`src/rtl/tec_pkg.sv`:
```
// Shared constants and helpers for the trigger event capture block.
package tec_pkg;

    localparam int MAX_EV  = 16;  // widest channel count the wire-outs can show
    localparam int WORD_W  = 16;  // wire-out word width
    localparam int SAT_BIT = 15;  // position of the saturation flag in count_word

    // Increment that stops at max instead of wrapping.
    function automatic logic [WORD_W-1:0] sat_inc(input logic [WORD_W-1:0] cnt,
                                                   input logic [WORD_W-1:0] max);
        if (cnt < max) begin
            return cnt + 16'd1;
        end
        return cnt;
    endfunction

endpackage

```
`src/rtl/tec_channel.sv`:
```
// One event channel: sticky flag, saturating count, saturation flag and the
// snapshot shadow copies. sticky_rise is high for the cycle after sticky
// goes 0->1. It comes from a delayed copy of sticky, so a clear that lands
// right after the set cannot swallow the pulse.
module tec_channel
    import tec_pkg::*;
#(
    parameter int CNT_W = 8
) (
    input  logic             sys_clk,
    input  logic             reset,
    input  logic             ev,
    input  logic             clr,
    input  logic             snap,
    output logic             sticky,
    output logic [CNT_W-1:0] shad,
    output logic             sat_shad,
    output logic             sticky_rise
);

    logic [CNT_W-1:0]  cnt;
    logic              sat;
    logic              sticky_d;
    logic [WORD_W-1:0] cnt_ext;
    logic [WORD_W-1:0] max_ext;
    logic [WORD_W-1:0] cnt_nxt;

    assign cnt_ext = {{(WORD_W-CNT_W){1'b0}}, cnt};
    assign max_ext = {{(WORD_W-CNT_W){1'b0}}, {CNT_W{1'b1}}};
    assign cnt_nxt = sat_inc(cnt_ext, max_ext);

    // Channel state: clear first then event; snapshot copies pre-edge values.
    always_ff @(posedge sys_clk) begin
        if (reset) begin
            sticky   <= 1'b0;
            sticky_d <= 1'b0;
            cnt      <= '0;
            sat      <= 1'b0;
            shad     <= '0;
            sat_shad <= 1'b0;
        end else begin
            sticky_d <= sticky;
            if (snap) begin
                shad     <= cnt;
                sat_shad <= sat;
            end
            if (clr) begin
                // A clear with a coincident event leaves count 1, sticky set.
                sticky <= ev;
                cnt    <= '0;
                cnt[0] <= ev;
                sat    <= 1'b0;
            end else if (ev) begin
                sticky <= 1'b1;
                cnt    <= cnt_nxt[CNT_W-1:0];
                if (cnt_nxt == cnt_ext) begin
                    sat <= 1'b1;
                end
            end
        end
    end

    assign sticky_rise = sticky & ~sticky_d;

endmodule

```
`src/rtl/trigger_event_capture.sv`:
```
// Host-side capture of event pulses: per-channel sticky/count/saturation,
// atomic snapshot of all counts, a registered readout word selected by sel,
// and a one-cycle new_event pulse whenever any sticky bit newly sets.
module trigger_event_capture
    import tec_pkg::*;
#(
    parameter int N_EV  = 2,
    parameter int CNT_W = 8
) (
    input  logic              sys_clk,
    input  logic              reset,
    input  logic [N_EV-1:0]   ev_pulse,
    input  logic [N_EV-1:0]   clr_trig,
    input  logic              snap_trig,
    input  logic [3:0]        sel,
    output logic [WORD_W-1:0] sticky,
    output logic [WORD_W-1:0] count_word,
    output logic              new_event
);

    // Arrays are sized to MAX_EV so sel indexes them exactly; unused
    // channels read as zero.
    logic [CNT_W-1:0]  shad_a [MAX_EV];
    logic [MAX_EV-1:0] sat_shad_v;
    logic [MAX_EV-1:0] sticky_v;
    logic [MAX_EV-1:0] rise_v;
    logic [WORD_W-1:0] word_d;

    for (genvar i = 0; i < MAX_EV; i++) begin : g_ch
        if (i < N_EV) begin : g_used
            tec_channel #(
                .CNT_W(CNT_W)
            ) u_ch (
                .sys_clk    (sys_clk),
                .reset      (reset),
                .ev         (ev_pulse[i]),
                .clr        (clr_trig[i]),
                .snap       (snap_trig),
                .sticky     (sticky_v[i]),
                .shad       (shad_a[i]),
                .sat_shad   (sat_shad_v[i]),
                .sticky_rise(rise_v[i])
            );
        end else begin : g_unused
            assign sticky_v[i]   = 1'b0;
            assign shad_a[i]     = '0;
            assign sat_shad_v[i] = 1'b0;
            assign rise_v[i]     = 1'b0;
        end
    end

    assign sticky = sticky_v;

    // Readout mux: sat flag in bit 15, count in the low bits, 0 for absent channels.
    always_comb begin
        word_d = '0;
        if (int'(sel) < N_EV) begin
            word_d[CNT_W-1:0] = shad_a[sel];
            word_d[SAT_BIT]   = sat_shad_v[sel];
        end
    end

    // Register the readout word and merge all channel rises into one pulse.
    always_ff @(posedge sys_clk) begin
        if (reset) begin
            count_word <= '0;
            new_event  <= 1'b0;
        end else begin
            count_word <= word_d;
            new_event  <= |rise_v;
        end
    end

endmodule

```
`config.mk`:
```
export PLATFORM = sky130hd
export DESIGN_NAME = trigger_event_capture
export DESIGN_NICKNAME = d
export VERILOG_FILES = /design/src/rtl/tec_pkg.sv /design/src/rtl/tec_channel.sv /design/src/rtl/trigger_event_capture.sv
export SDC_FILE = /design/constraint.sdc
export NUM_CORES = 1
export LEC_CHECK = 0
export BUFFER_PORTS_ARGS = -buffer_cell sky130_fd_sc_hd__buf_2
export CAP_MARGIN = 0
export CORE_ASPECT_RATIO = 0.7
export CORE_MARGIN = 2
export CORE_UTILIZATION = 55
export DETAILED_ROUTE_END_ITERATION = 7
export PLACE_DENSITY = 0.81
export SLEW_MARGIN = 15
export SYNTH_ARGS = -nofsm -noshare
export SYNTH_HDL_FRONTEND = slang
export SYNTH_HIERARCHICAL = 1
export SYNTH_SLANG_ARGS = --single-unit
```
`constraint.sdc`:
```
create_clock -name sys_clk -period 3.4 [get_ports sys_clk]
set_input_delay 0.51 -clock sys_clk [delete_from_list [all_inputs] [get_ports sys_clk]]
set_output_delay 0.51 -clock sys_clk [all_outputs]
set_load 0.02 [all_outputs]
```
==> results of run 1 <==
## placed cells by master, fill, tap and decap left out, types with 2 or more instances in the layout
cell type | synthesis | layout
a2111o_1 | 2 | 2
a211o_1 | 2 | 2
a211oi_1 | 3 | 3
a21oi_1 | 16 | 16
a31oi_1 | 4 | 4
a41oi_1 | 2 | 2
and3_1 | 3 | 3
and4_1 | 3 | 3
buf_2 | 5 | 22
clkbuf_8 | 0 | 6
conb_1 | 1 | 21
dfxtp_1 | 50 | 50
ha_1 | 2 | 2
inv_1 | 4 | 4
mux2i_1 | 31 | 31
nand2_1 | 12 | 12
nand3_1 | 2 | 2
nand4_1 | 8 | 8
nor2_1 | 35 | 35
nor2b_1 | 4 | 4
nor3_1 | 3 | 3
nor3b_1 | 4 | 4
nor4b_1 | 2 | 2
or2_1 | 2 | 2
or3_1 | 2 | 2
## stage by stage
step / cell area, sq um / total power, mW / std cells
global route: 2357 / 1.063 / 308
detailed placement: 2266 / 0.6924 / 300
floorplan: 2371 / 0.6945 / 263
finish: 2357 / 1.030 / 308
global placement: 2266 / 0.6911 / 300
CTS: 2357 / 1.037 / 308
## where the power goes
group          internal, mW  total, mW  switching, mW
logic                0.0234     0.0796         0.0562
clock network         0.164      0.351          0.187
registers             0.593      0.600        0.00662
total                 0.781       1.03          0.250
## worst max-delay path by stage
stage / from / endpoint / slack, ps / cells after the start
finish: g_ch[0].g_used.u_ch/cnt[0] / g_ch[0].g_used.u_ch/cnt[5] / 1900 / 4
floorplan: g_ch[0].g_used.u_ch/cnt[0] / g_ch[0].g_used.u_ch/cnt[5] / 2000 / 5
global route: g_ch[0].g_used.u_ch/cnt[0] / g_ch[0].g_used.u_ch/cnt[5] / 1820 / 4
global placement: reset / g_ch[1].g_used.u_ch/cnt[3] / 1760 / 4
CTS: g_ch[0].g_used.u_ch/cnt[0] / g_ch[0].g_used.u_ch/cnt[5] / 1910 / 4
detailed placement: reset / g_ch[1].g_used.u_ch/cnt[3] / 1720 / 4
## metal layers
layer  vias up  wire length [um]
li1        831                 -
met1       785              2001
met2        75              1685
met3         6               266
met4         0                57
met5         -                 0
## layout make-up
type | instances | share of cell area (%)
Timing Repair Buffer | 22 | 4.671
Clock buffer | 7 | 3.662
Inverter | 4 | 0.6369
Sequential cell | 50 | 42.46
Multi-Input combinational cell | 172 | 45.59
Clock inverter | 1 | 0.2123
Tap cell | 52 | 2.760
## cell families (layout without fill, tap and decap cells)
group	count (synthesis)	after routing	share of synthesized area [%]
flops	50	50	43.60
fa+ha+maj	2	2	1.090
other cells	1	21	0.1633
compound gates	34	34	9.755
mux	31	31	13.52
simple gates	84	84	19.02
buf+inv	41	34	12.86
## tightest hold or removal path: stages, from the launching register on
cell and delay (ps):
dfxtp_1 340, a31oi_1 40, nor2_1 70
## flip-flops by register name (all words and copies together) (netlist names)
signal	flops
count_word	9
g_ch.g_used.u_ch/cnt	16
g_ch.g_used.u_ch/sat	2
g_ch.g_used.u_ch/sat_shad	2
g_ch.g_used.u_ch/shad	16
g_ch.g_used.u_ch/sticky	2
g_ch.g_used.u_ch/sticky_d	2
new_event	1
==> metrics.txt, run 1 <==
status complete, no violations; CP max stage delay approximately 370 ps; Slew HR 63.60%; Final Hold Violating Endpoints 0; crit end category flop; first-pass GRT wire length 6.492 mm; initial antenna violation count 0; CP startpoint kind flop; M2 GR Usage 25.74%; initial core utilization between 50 and 60%; largest net degree at the start of global routing 33; crit path buf inv count 0; met1 GRT Util 25.98%; clock buffer depth 2; FF+latch area 1001 sq um; CTS tree yes; crit path cell chain ha_1, and3_1, a211oi_1, mux2i_1; post-synthesis sequential area ratio 43.60%; P per Cell Area 437.1 nW/um^2; number of synthesized flops with an enable pin 0; CP top delay family flip-flops; Yosys cell types 37; fin crit period approximately 1500 ps; core outline area 3970 sq um; Synth top area share 43.60%; hold endpoint g_ch[1].g_used.u_ch/sat; synth warn 6; dpl ws 1718 ps; R2R depth 4; Max FO, Critical Path 7; initial DRC count 155; CTS clk-pin slew, worst paths 90 ps; Reg2Reg Setup Slack between 1500 and 2000 ps; Synth Cell Area approximately 2300 sq um; htree depth 2; Max Clk Rate between 0.6 and 0.7 GHz; nets 268; Slew Limit Fails 0; Area contributors post-synth dfxtp_1 (44%), mux2i_1 (14%), buf_4 (7.2%); Post-Route Setup TNS 0 ps; 1st-pass router iterations 4; Fillers 343; Max Cap Viol 0; port buffer count 22; critical path required time 3630 ps; Mapped Cells roughly 240; hpwl dp 2.807 mm; die outline area 4716 sq um; area occupied by multi-input gates 1075 sq um; CP Class flop to flop; Area growth syn-to-layout 2.670%; endpoints failing setup 0; period utilization 44.14%; Synth top cells by count dfxtp_1 (50), nor2_1 (35), mux2i_1 (31); most area-hungry cell type in the Yosys netlist dfxtp_1; Wirelength per Cell 13.02 um; worst-skew pair later-pin latency about 300 ps; met3 global-route usage 4.050%; DRC Markers 0; Post-CTS Setup Bufs 0; hold buffers post-CTS 0; hold depth 2; die height a little under 60 um; Lkg Pwr 1.004 nW; Num Clock Sinks 50; fraction of layout cells with a size suffix above 1 13.28%; RD Place Congestion roughly 0.83; total CTS buffers 5; routed wire length 4.009 mm; worst r2r src g_ch[0].g_used.u_ch/cnt[0]; Ports 44; ant diodes 0; Slew @ Worst Pin 546.1 ps; VDD IR max 0.3023 mV; clock root buffer clkbuf_8; post-cts gate resize count 0; DR vias 1697; GR peak layer met1; dominant synthesized flop cell dfxtp_1; asr flop ratio synth 0%; RR Endpoint g_ch[0].g_used.u_ch/cnt[5]; hold_sp g_ch[1].g_used.u_ch/sat; clk_skew 3.646 ps; Min-Delay Path Class flop to flop; number of global-route vias before repair 1414; Die W 81.23 um; RSZ-0062 raised after global routing false; Via density 5.510; CP max stage cell dfxtp_1; row cnt 19; count leader, synth dfxtp_1; Avg Cell Area, Syn 9.448 sq um; post-layout util 59.38%; crit path DAT 1740 ps; final hold slack 481.6 ps; aggregate global routing overflow 0; all-layer global routing usage 17.82%; DRT antenna net count 0; Yosys reg bits 50; Final WS setup 1899 ps
No activity file was read; power rests on OpenSTA's default activity.
==> run 2: changes to the inputs <==
ABC_AREA = 1   (was unset)
clock period = 1.4 ns   (was 3.4 ns; I/O delays follow)
==> metrics.txt, run 2 <==
status complete, no violations; clock root buffer clkbuf_8; initial DRC count 143 (-7.7%); CTS tree yes; Mapped Cells 327 (+35%); post-synthesis sequential area ratio 42.53% (-1.1 points); count leader, synth nor2_1; fraction of layout cells with a size suffix above 1 16.67% (+3.4 points); Max FO, Critical Path 6 (-1); CP Class flop to flop; fin crit period 1288 ps (-212.9 ps); Post-Route Setup TNS 0 ps (unchanged); initial antenna violation count 0 (unchanged); CP startpoint kind flop; Yosys cell types 24 (-35%); initial core utilization 58.58% (+0.75 points); DRC Markers 0 (unchanged); die outline area 4827 sq um (+2.4%); hpwl dp 3.166 mm (+13%); ant diodes 0 (unchanged); most area-hungry cell type in the Yosys netlist dfxtp_1; aggregate global routing overflow 0 (unchanged); final cell count without fillers 406 (+32%); Max Clk Rate 0.7765 GHz (+17%); Ports 44 (unchanged); htree depth 2 (unchanged); core outline area 4018 sq um (+1.2%); crit end category flop; first-pass GRT wire length 7.017 mm (+8.1%); crit path cell chain ha_1, nand2_2, nor2_2, nand2_4, nand2_2, nand2_1, nand2_1, nor2_1; commonest non-fill, non-tap cell in the layout nor2_1; Synth top cells by count nor2_1 (62), inv_1 (52), dfxtp_1 (50); row cnt 19 (unchanged); die height 58.73 um (+1.2%); Synth Cell Area 2354 sq um (+2.5%); Die W 82.19 um (+1.2%); number of synthesized flops with an enable pin 0 (unchanged); Area contributors post-synth dfxtp_1 (43%), nor2_1 (9.9%), inv_1 (8.3%); met3 WL 246 um (-7.5%); CP max stage delay 390 ps (+20 ps); met2 WL 1.791 mm (+6.3%); Via density 4.783 (-13%); placed insts 398 (+33%); critical path required time 1610 ps (-2020 ps); CP top delay family simple AND/OR/NAND/NOR gates; Max Cap Viol 0 (unchanged); Lkg Pwr 1.260 nW (+26%); Reg2Reg Setup Slack 110 ps (-1790 ps); RD Place Congestion 0.9298 (+12%); post-layout util 64.00% (+4.6 points); routed wire length 4.179 mm (+4.2%); Yosys reg bits 50 (unchanged); P per Cell Area 1158 nW/um^2 (+160%); number of global-route vias before repair 1689 (+19%); all-layer global routing usage 19.05% (+1.2 points); CTS clk-pin slew, worst paths 90 ps (about the same); dominant synthesized flop cell dfxtp_1; Slew Limit Fails 0 (unchanged); largest net degree at the start of global routing 20 (-39%); Min-Delay Path Class input port to flop; port buffer count 22 (unchanged); Num Clock Sinks 50 (unchanged); synth warn 6 (unchanged); worst-skew pair later-pin latency 310 ps (about the same); Avg Cell Area, Syn 7.197 sq um (-24%); hold buffers post-CTS 0 (unchanged); clk_skew 5.882 ps (+2.236 ps); crit path buf inv count 0 (unchanged); most frequent cells in the layout nor2_1 (62), inv_1 (52), dfxtp_1 (49); clock buffer depth 2 (unchanged); nets 366 (+37%); DR vias 1942 (+14%); Wirelength per Cell 10.29 um (-21%); 1st-pass router iterations 4 (unchanged); Area growth syn-to-layout 9.251%; total CTS buffers 5 (unchanged); Fillers 364 (+6.1%); endpoints failing setup 0 (unchanged); Synth top area share 42.53% (-1.1 points); DRT antenna net count 0 (unchanged); top routing layer used met4; period utilization 91.99% (+48 points); CP max stage cell dfxtp_1; crit path DAT 1490 ps (-250 ps); Largest regs g_ch.g_used.u_ch/cnt x16, g_ch.g_used.u_ch/shad x16, count_word x9; RSZ-0062 raised after global routing false; Final Hold Violating Endpoints 0 (unchanged); VDD IR max 0.7747 mV (+160%); WL met1 2.065 mm (+3.2%); asr flop ratio synth 0% (unchanged)
[run 2: logic make-up after synthesis]
group                      count (synthesis)  share of synthesized area, %
buffers and inverters                     79                         17.17
AOI/OAI and AO/OA                         48                         10.95
adders and majority gates                  2                         1.063
other                                      1                        0.1593
and+or+nand+nor                          147                         28.12
DFF                                       50                         42.53
[run 2: repair_timing]
| action | 4_1_cts | 5_1_grt |
|---|---|---|
| buffers inserted | 0 | 0 |
| resized for setup | 0 | 2 |
| endpoints found under the setup margin | 0 | 6 |
[run 2: path summary, 6_finish.rpt]
check	from	end	cells after the start
min	reset	new_event	2
min reg2reg	g_ch[1].g_used.u_ch/sat	g_ch[1].g_used.u_ch/sat_shad	2
max	g_ch[0].g_used.u_ch/cnt[0]	g_ch[0].g_used.u_ch/cnt[3]	8
max reg2reg	g_ch[0].g_used.u_ch/cnt[0]	g_ch[0].g_used.u_ch/cnt[3]	8
[run 2: layout make-up]
type,count,area [sq um],area share [%]
clock buffer,6,82.58,3.212
clock inverter,2,60.06,2.336
inverter,52,195.2,7.591
multi-input combinational,218,1026,39.90
sequential,50,1002,38.98
tap,52,65.06,2.530
timing repair buffer,26,140.1,5.450
[run 2: power breakdown]
group          total, mW  switching, mW  leakage, nW  internal [mW]
Clock               1.23          0.467       0.0714          0.761
Sequential          1.49         0.0238        0.409           1.47
Combinational      0.256          0.183        0.780         0.0734
[run 2: worst register-to-register path, cell delays in order (launching register included)]
cell     delay [ps]
dfxtp_1         390
ha_1            240
nand2_2          80
nor2_2          150
nand2_4         100
nand2_2          90
nand2_1          50
nand2_1          50
nor2_1           40
[run 2: metal layers]
layer	track usage, %	vias to the layer above
li1	-	1012
met1	25.51	864
met2	28.92	58
met3	5.061	8
met4	8.571	0
met5	0	-
[run 2: metrics by stage]
step	cell area (sq um)	total power, mW	hold slack [ps]	setup WS, ps
detailed placement	2425	1.777	457.6	107.7
floorplan	2429	1.764	282.4	229.6
CTS	2567	3.004	191.0	86.02
global route	2571	3.090	211.2	12.13
global placement	2425	1.772	454.1	173.9
finish	2571	2.976	194.2	112.1
